$ cat src/rtl/axi4_buffer.sv
// axi4_buffer: single-clock AXI4 buffer with one FIFO per channel and caps
// on outstanding write/read bursts.
//
// Ports
//   clk_i, rst_i          : clock, asynchronous active-high reset
//   inport_aw*/w*/ar*     : upstream request channels (master side, inputs)
//   inport_b*/r*          : upstream response channels (master side, outputs)
//   outport_aw*/w*/ar*    : downstream request channels (slave side, outputs)
//   outport_b*/r*         : downstream response channels (slave side, inputs)

// axi4_buffer_fifo: registered-flag FIFO; payload presented from the head entry.
//   valid_i/data_i/ready_o : write side
//   valid_o/data_o/ready_i : read side
module axi4_buffer_fifo #(
    parameter int unsigned WIDTH = 8,
    parameter int unsigned DEPTH = 2
) (
    input  logic             clk_i,
    input  logic             rst_i,
    input  logic             valid_i,
    input  logic [WIDTH-1:0] data_i,
    output logic             ready_o,
    output logic             valid_o,
    output logic [WIDTH-1:0] data_o,
    input  logic             ready_i
);
    localparam int unsigned PTR_W = $clog2(DEPTH);
    localparam int unsigned CNT_W = $clog2(DEPTH + 1);

    logic [WIDTH-1:0] r_mem [DEPTH];
    logic [PTR_W-1:0] r_wr_ptr;
    logic [PTR_W-1:0] r_rd_ptr;
    logic [CNT_W-1:0] r_count;
    logic             r_ready;
    logic             r_valid;

    logic             w_push;
    logic             w_pop;
    logic [CNT_W-1:0] w_count_nxt;

    assign w_push  = valid_i && r_ready;
    assign w_pop   = r_valid && ready_i;
    assign ready_o = r_ready;
    assign valid_o = r_valid;
    assign data_o  = r_mem[r_rd_ptr];

    // Occupancy after this cycle's push/pop; push+pop leaves it unchanged.
    always_comb begin
        w_count_nxt = r_count;
        if (w_push && !w_pop) begin
            w_count_nxt = r_count + CNT_W'(1);
        end else if (!w_push && w_pop) begin
            w_count_nxt = r_count - CNT_W'(1);
        end
    end

    // Storage, pointers and registered full/empty flags. Storage is cleared
    // on reset so payload outputs read as zero while in reset.
    always_ff @(posedge clk_i or posedge rst_i) begin
        if (rst_i) begin
            for (int i = 0; i < int'(DEPTH); i++) begin
                r_mem[i] <= '0;
            end
            r_wr_ptr <= '0;
            r_rd_ptr <= '0;
            r_count  <= '0;
            r_ready  <= 1'b0;
            r_valid  <= 1'b0;
        end else begin
            if (w_push) begin
                r_mem[r_wr_ptr] <= data_i;
                r_wr_ptr        <= r_wr_ptr + PTR_W'(1);
            end
            if (w_pop) begin
                r_rd_ptr <= r_rd_ptr + PTR_W'(1);
            end
            r_count <= w_count_nxt;
            r_ready <= (w_count_nxt != CNT_W'(DEPTH));
            r_valid <= (w_count_nxt != CNT_W'(0));
        end
    end
endmodule

module axi4_buffer #(
    parameter int unsigned ADDR_W   = 32,
    parameter int unsigned DATA_W   = 32,
    parameter int unsigned ID_W     = 4,
    parameter int unsigned AW_DEPTH = 2,
    parameter int unsigned W_DEPTH  = 4,
    parameter int unsigned B_DEPTH  = 2,
    parameter int unsigned AR_DEPTH = 2,
    parameter int unsigned R_DEPTH  = 4,
    parameter int unsigned MAX_WR   = 4,
    parameter int unsigned MAX_RD   = 4
) (
    input  logic                clk_i,
    input  logic                rst_i,

    input  logic                inport_awvalid_i,
    input  logic [ADDR_W-1:0]   inport_awaddr_i,
    input  logic [ID_W-1:0]     inport_awid_i,
    input  logic [7:0]          inport_awlen_i,
    input  logic [1:0]          inport_awburst_i,
    output logic                inport_awready_o,

    input  logic                inport_wvalid_i,
    input  logic [DATA_W-1:0]   inport_wdata_i,
    input  logic [DATA_W/8-1:0] inport_wstrb_i,
    input  logic                inport_wlast_i,
    output logic                inport_wready_o,

    output logic                inport_bvalid_o,
    output logic [1:0]          inport_bresp_o,
    output logic [ID_W-1:0]     inport_bid_o,
    input  logic                inport_bready_i,

    input  logic                inport_arvalid_i,
    input  logic [ADDR_W-1:0]   inport_araddr_i,
    input  logic [ID_W-1:0]     inport_arid_i,
    input  logic [7:0]          inport_arlen_i,
    input  logic [1:0]          inport_arburst_i,
    output logic                inport_arready_o,

    output logic                inport_rvalid_o,
    output logic [DATA_W-1:0]   inport_rdata_o,
    output logic [1:0]          inport_rresp_o,
    output logic [ID_W-1:0]     inport_rid_o,
    output logic                inport_rlast_o,
    input  logic                inport_rready_i,

    output logic                outport_awvalid_o,
    output logic [ADDR_W-1:0]   outport_awaddr_o,
    output logic [ID_W-1:0]     outport_awid_o,
    output logic [7:0]          outport_awlen_o,
    output logic [1:0]          outport_awburst_o,
    input  logic                outport_awready_i,

    output logic                outport_wvalid_o,
    output logic [DATA_W-1:0]   outport_wdata_o,
    output logic [DATA_W/8-1:0] outport_wstrb_o,
    output logic                outport_wlast_o,
    input  logic                outport_wready_i,

    input  logic                outport_bvalid_i,
    input  logic [1:0]          outport_bresp_i,
    input  logic [ID_W-1:0]     outport_bid_i,
    output logic                outport_bready_o,

    output logic                outport_arvalid_o,
    output logic [ADDR_W-1:0]   outport_araddr_o,
    output logic [ID_W-1:0]     outport_arid_o,
    output logic [7:0]          outport_arlen_o,
    output logic [1:0]          outport_arburst_o,
    input  logic                outport_arready_i,

    input  logic                outport_rvalid_i,
    input  logic [DATA_W-1:0]   outport_rdata_i,
    input  logic [1:0]          outport_rresp_i,
    input  logic [ID_W-1:0]     outport_rid_i,
    input  logic                outport_rlast_i,
    output logic                outport_rready_o
);
    localparam int unsigned STRB_W = DATA_W / 8;
    localparam int unsigned AX_W   = ADDR_W + ID_W + 8 + 2;
    localparam int unsigned W_W    = DATA_W + STRB_W + 1;
    localparam int unsigned B_W    = 2 + ID_W;
    localparam int unsigned R_W    = DATA_W + 2 + ID_W + 1;
    localparam int unsigned CNT_W  = 8;

    logic [AX_W-1:0]  w_aw_data;
    logic             w_aw_valid;
    logic [AX_W-1:0]  w_ar_data;
    logic             w_ar_valid;
    logic             w_wr_ok;
    logic             w_rd_ok;
    logic             w_wr_inc;
    logic             w_wr_dec;
    logic             w_rd_inc;
    logic             w_rd_dec;
    logic [CNT_W-1:0] w_wr_cnt_nxt;
    logic [CNT_W-1:0] w_rd_cnt_nxt;
    logic [CNT_W-1:0] r_wr_cnt;
    logic [CNT_W-1:0] r_rd_cnt;

    // AW: held in the FIFO until the write limiter lets it through.
    axi4_buffer_fifo #(.WIDTH(AX_W), .DEPTH(AW_DEPTH)) u_aw_fifo (
        .clk_i   (clk_i),
        .rst_i   (rst_i),
        .valid_i (inport_awvalid_i),
        .data_i  ({inport_awaddr_i, inport_awid_i, inport_awlen_i, inport_awburst_i}),
        .ready_o (inport_awready_o),
        .valid_o (w_aw_valid),
        .data_o  (w_aw_data),
        .ready_i (outport_awready_i && w_wr_ok)
    );
    assign outport_awvalid_o = w_aw_valid && w_wr_ok;
    assign {outport_awaddr_o, outport_awid_o, outport_awlen_o, outport_awburst_o} = w_aw_data;

    // W: ungated, may run ahead of or behind AW.
    axi4_buffer_fifo #(.WIDTH(W_W), .DEPTH(W_DEPTH)) u_w_fifo (
        .clk_i   (clk_i),
        .rst_i   (rst_i),
        .valid_i (inport_wvalid_i),
        .data_i  ({inport_wdata_i, inport_wstrb_i, inport_wlast_i}),
        .ready_o (inport_wready_o),
        .valid_o (outport_wvalid_o),
        .data_o  ({outport_wdata_o, outport_wstrb_o, outport_wlast_o}),
        .ready_i (outport_wready_i)
    );

    // B: slave to master.
    axi4_buffer_fifo #(.WIDTH(B_W), .DEPTH(B_DEPTH)) u_b_fifo (
        .clk_i   (clk_i),
        .rst_i   (rst_i),
        .valid_i (outport_bvalid_i),
        .data_i  ({outport_bresp_i, outport_bid_i}),
        .ready_o (outport_bready_o),
        .valid_o (inport_bvalid_o),
        .data_o  ({inport_bresp_o, inport_bid_o}),
        .ready_i (inport_bready_i)
    );

    // AR: held in the FIFO until the read limiter lets it through.
    axi4_buffer_fifo #(.WIDTH(AX_W), .DEPTH(AR_DEPTH)) u_ar_fifo (
        .clk_i   (clk_i),
        .rst_i   (rst_i),
        .valid_i (inport_arvalid_i),
        .data_i  ({inport_araddr_i, inport_arid_i, inport_arlen_i, inport_arburst_i}),
        .ready_o (inport_arready_o),
        .valid_o (w_ar_valid),
        .data_o  (w_ar_data),
        .ready_i (outport_arready_i && w_rd_ok)
    );
    assign outport_arvalid_o = w_ar_valid && w_rd_ok;
    assign {outport_araddr_o, outport_arid_o, outport_arlen_o, outport_arburst_o} = w_ar_data;

    // R: slave to master.
    axi4_buffer_fifo #(.WIDTH(R_W), .DEPTH(R_DEPTH)) u_r_fifo (
        .clk_i   (clk_i),
        .rst_i   (rst_i),
        .valid_i (outport_rvalid_i),
        .data_i  ({outport_rdata_i, outport_rresp_i, outport_rid_i, outport_rlast_i}),
        .ready_o (outport_rready_o),
        .valid_o (inport_rvalid_o),
        .data_o  ({inport_rdata_o, inport_rresp_o, inport_rid_o, inport_rlast_o}),
        .ready_i (inport_rready_i)
    );

    // Outstanding-burst accounting: a burst is open from its downstream
    // address handshake until its upstream response (B, or R with last).
    assign w_wr_ok  = (r_wr_cnt < CNT_W'(MAX_WR));
    assign w_rd_ok  = (r_rd_cnt < CNT_W'(MAX_RD));
    assign w_wr_inc = outport_awvalid_o && outport_awready_i;
    assign w_wr_dec = inport_bvalid_o && inport_bready_i;
    assign w_rd_inc = outport_arvalid_o && outport_arready_i;
    assign w_rd_dec = inport_rvalid_o && inport_rready_i && inport_rlast_o;

    // Next counts; a decrement at zero is dropped so counters never wrap.
    always_comb begin
        w_wr_cnt_nxt = r_wr_cnt;
        w_rd_cnt_nxt = r_rd_cnt;
        if (w_wr_inc && !w_wr_dec) begin
            w_wr_cnt_nxt = r_wr_cnt + CNT_W'(1);
        end else if (!w_wr_inc && w_wr_dec && (r_wr_cnt != CNT_W'(0))) begin
            w_wr_cnt_nxt = r_wr_cnt - CNT_W'(1);
        end
        if (w_rd_inc && !w_rd_dec) begin
            w_rd_cnt_nxt = r_rd_cnt + CNT_W'(1);
        end else if (!w_rd_inc && w_rd_dec && (r_rd_cnt != CNT_W'(0))) begin
            w_rd_cnt_nxt = r_rd_cnt - CNT_W'(1);
        end
    end

    // Counter registers.
    always_ff @(posedge clk_i or posedge rst_i) begin
        if (rst_i) begin
            r_wr_cnt <= '0;
            r_rd_cnt <= '0;
        end else begin
            r_wr_cnt <= w_wr_cnt_nxt;
            r_rd_cnt <= w_rd_cnt_nxt;
        end
    end

    // A response with no burst outstanding indicates a misbehaving slave.
    a_wr_no_underflow: assert property (@(posedge clk_i) disable iff (rst_i)
        !(w_wr_dec && (r_wr_cnt == CNT_W'(0))));
    a_rd_no_underflow: assert property (@(posedge clk_i) disable iff (rst_i)
        !(w_rd_dec && (r_rd_cnt == CNT_W'(0))));
endmodule
$ cat config.mk
export PLATFORM = sky130hd
export DESIGN_NAME = axi4_buffer
export DESIGN_NICKNAME = d
export VERILOG_FILES = /design/src/rtl/axi4_buffer.sv
export SDC_FILE = /design/constraint.sdc
export NUM_CORES = 1
export LEC_CHECK = 0
export CAP_MARGIN = 20
export CORE_MARGIN = 2
export CORE_UTILIZATION = 48
export DETAILED_ROUTE_END_ITERATION = 6
export GPL_TIMING_DRIVEN = 1
export PLACE_DENSITY = 0.83
export SLEW_MARGIN = 10
export SYNTH_ARGS = -nofsm -noshare
export SYNTH_HDL_FRONTEND = slang
export SYNTH_HIERARCHICAL = 1
export SYNTH_SLANG_ARGS = --single-unit
$ cat constraint.sdc
create_clock -name clk_i -period 9.39 [get_ports clk_i]
set_input_delay 1.878 -clock clk_i [delete_from_list [all_inputs] [get_ports clk_i]]
set_output_delay 1.878 -clock clk_i [all_outputs]
set_load 0.02 [all_outputs]
==> flow_metrics.tcl <==
set metrics [dict create \
    cts_tree "built" \
    synth-seq-cells 552 \
    io_buffer_count 369 \
    ys_async_sr_fraction 1.00 \
    grt_pass1_vias 15700 \
    grt_use_total 0.201 \
    final_core_utilization 0.600 \
    syn-num-nets 1756 \
    total_power_uw 12900 \
    wire_per_inst_um 21.0 \
    route.vias.total 14200 \
    topRoutingLayerUsed "met5" \
    wl_met3_mm 3.03 \
    grt-ovfl-total 0 \
    ys_warn_count 6 \
    setup_viol 0 \
    slowest_stage "dfrtp_2" \
    clkTransAtPathRegs_ns 0.06 \
    slew_headroom 0.240 \
    cts_root_buffer "clkbuf_16" \
    post-dp-hpwl_mm 36.0 \
    powerDensity_nw_per_um2 411 \
    dominantRegCellSynth "dfrtp_1" \
    worst-path-buf-inv 2 \
    avgSynthCellArea_um2 16.5 \
    clock-sinks 552 \
    wl_met1_mm 22.8 \
    cts_made_buffers 58 \
    cts_htree_levels 2 \
    final_cell_mix "dfrtp_1 (547), mux2_2 (440), clkdlybuf4s50_1 (369), mux2_4 (169), mux4_2 (76)" \
    clk_latency_ns 0.61 \
    syn2layout_area_growth_pct 23.8 \
    yosysSeqAreaShare 0.543 \
    start_util 0.485 \
    slowest_delay_ns 0.69 \
    syn_area_um2 25400 \
    finalMaxSlewViolations 0 \
    setup_tns_ns 0 \
    finalNetCount 2120 \
    dieWidth_um 234 \
    die_h_um 234 \
    fin_skew_ns 0.0186 \
    setup.worst_path.class "flip-flop to output port" \
    grt_max_degree 102 \
    rsz0062_at_grt "false" \
    antenna_found_initial 8 \
    dp.cells 2534 \
    drive_above_1_share 0.425 \
    cts-resized-gates 0 \
    grt_pass1_wl_mm 86.9 \
    core_um2 52400 \
    end_kind "output port" \
    synth_edf_count 0 \
    drcViolationCount 0 \
    rows 84 \
    wl_met2_mm 28.0 \
    ant_nets 0 \
    fin_crit_ns 4.87 \
    mostFrequentLayoutCell "dfrtp_1" \
    cp.required_ns 7.51 \
    hold_class "flip-flop to flip-flop" \
    clockBufferDepth 3 \
    io-pin-count 370 \
    max_freq_ghz 0.205 \
    first_iter_violations 688 \
    critical-path-top-delay-family "buffers and inverters" \
    ir_worst_vdd_v 0.000242 \
    vias_per_cell 5.38 \
    routed_wl_mm 55.6 \
    finalCritPeriodShare 0.519 \
    crit_chain "buf_4 -> mux4_2 -> clkdlybuf4s50_1" \
    synth_cells 1544 \
    design_area_um2 31500 \
    instances_no_fill 2647 \
    leakage_uw 0.0137 \
    post_cts_buffers 0 \
    drv_cap 0 \
    dpl_cell_area_um2 29500 \
    holdBufCountCts 0 \
    worstMarginPinSlew_ns 1.14 \
    synthDistinctLibCells 54 \
    dr.pass1.iters 4 \
    routabilityCongestion 0.775 \
    critPathLaunchType "flip-flop" \
    status "finished, final reports clean" \
    die_area_um2 54800 \
    cp_max_fo 24 \
    critPathArrivalTime_ns 3.00 \
    hold_viol 0 \
]
[cell families (layout without fill, tap and decap cells)]
group	after synthesis	after routing	synth area share
flip-flops	552	552	0.543
AND/OR/NAND/NOR	82	82	0.0208
multiplexers	704	704	0.370
XOR/XNOR	37	37	0.0127
adder cells (fa/ha/maj)	30	30	0.0150
other	0	4	0
AO/OA/AOI/OAI	41	41	0.0104
buffers and inverters	98	509	0.0284
[through the flow]
step           hold slack (ns)  worst slack [ns]
3_5_place_dp             0.485              4.72
6_report                 0.495              4.52
2_1_floorplan            0.460              3.05
4_1_cts                  0.500              4.40
3_3_place_gp             0.477              4.81
5_1_grt                  0.508              4.28
[path summary, 6_finish.rpt]
check / depth (start not counted) / end / slack [ns] / start
setup / recovery: 3 / outport_wdata_o[31] / 4.52 / u_w_fifo/r_rd_ptr[0]
hold / removal: 2 / u_b_fifo/r_wr_ptr / 0.50 / u_b_fifo/r_wr_ptr
setup reg to reg: 11 / r_rd_cnt[6] / 5.60 / u_r_fifo/r_rd_ptr[0]
hold reg to reg: 2 / u_b_fifo/r_wr_ptr / 0.50 / u_b_fifo/r_wr_ptr
max in group asynchronous: 3 / u_r_fifo/r_rd_ptr[0] / 5.69 / rst_i
min in group asynchronous: 2 / u_ar_fifo/r_count[1] / 1.95 / rst_i
[area by class of cell]
class | instances | area [um2]
antenna | 4 | 10.0
inverter | 16 | 72.6
tap | 688 | 861
fill | 3814 | 21000
multi-input combinational | 894 | 10900
sequential | 552 | 13800
timing repair buffer | 386 | 3860
clock buffer | 81 | 1660
clock inverter | 26 | 294
[routing by layer]
layer,up-vias,global-route usage
li1,6387,-
met1,7452,0.245
met2,291,0.344
met3,104,0.0490
met4,8,0.0754
met5,-,0
[flip-flops by register name (all words and copies together), names as in the netlist, 3 cells and up]
signal,cells
u_r_fifo/r_count,3
u_b_fifo/r_mem,12
u_ar_fifo/r_mem,92
u_w_fifo/r_mem,148
u_w_fifo/r_count,3
u_r_fifo/r_mem,156
u_aw_fifo/r_mem,92
r_wr_cnt,8
r_rd_cnt,8
[power by group]
part,internal (uW),switching [uW],leakage [uW]
clock network,1370,965,0.000960
logic,3600,2610,0.00620
registers,3610,788,0.00651
[Yosys cell counts, types with 2 or more instances]
cell / count / area share
a21boi_0: 5 / 0.0015
clkbuf_1: 7 / 0.0010
nand2_8: 3 / 0.0024
and3b_1: 4 / 0.0014
a21oi_1: 9 / 0.0018
buf_2: 37 / 0.0073
dfrtp_1: 552 / 0.54
buf_1: 3 / 0.00044
nor3_1: 5 / 0.00098
nand2_2: 5 / 0.0012
o311ai_1: 2 / 0.00069
nand3_1: 9 / 0.0018
nand2_1: 25 / 0.0037
nor3b_1: 2 / 0.00059
buf_12: 10 / 0.0079
and2_4: 2 / 0.00069
a21o_1: 5 / 0.0015
mux2i_1: 13 / 0.0051
maj3_1: 4 / 0.0016
xor2_1: 8 / 0.0028
ha_1: 24 / 0.012
nand2b_1: 3 / 0.00074
mux2_4: 169 / 0.10
xnor2_1: 29 / 0.010
inv_1: 15 / 0.0022
buf_6: 14 / 0.0062
and2_1: 7 / 0.0017
buf_4: 11 / 0.0032
mux4_2: 76 / 0.067
or2_1: 3 / 0.00074
fa_1: 2 / 0.0016
mux2_1: 6 / 0.0027
a211oi_1: 2 / 0.00059
o21ai_0: 10 / 0.0020
nand4b_1: 2 / 0.00069
mux2_2: 440 / 0.19
nor2_1: 4 / 0.00059
[tightest hold or removal path, delay by kind of cell (launching register included)]
kind             cells  cell delay [ns]
flip-flops           1             0.35
AND/OR/NAND/NOR      2             0.11
Note: power is estimated with default switching activity, not from simulation.
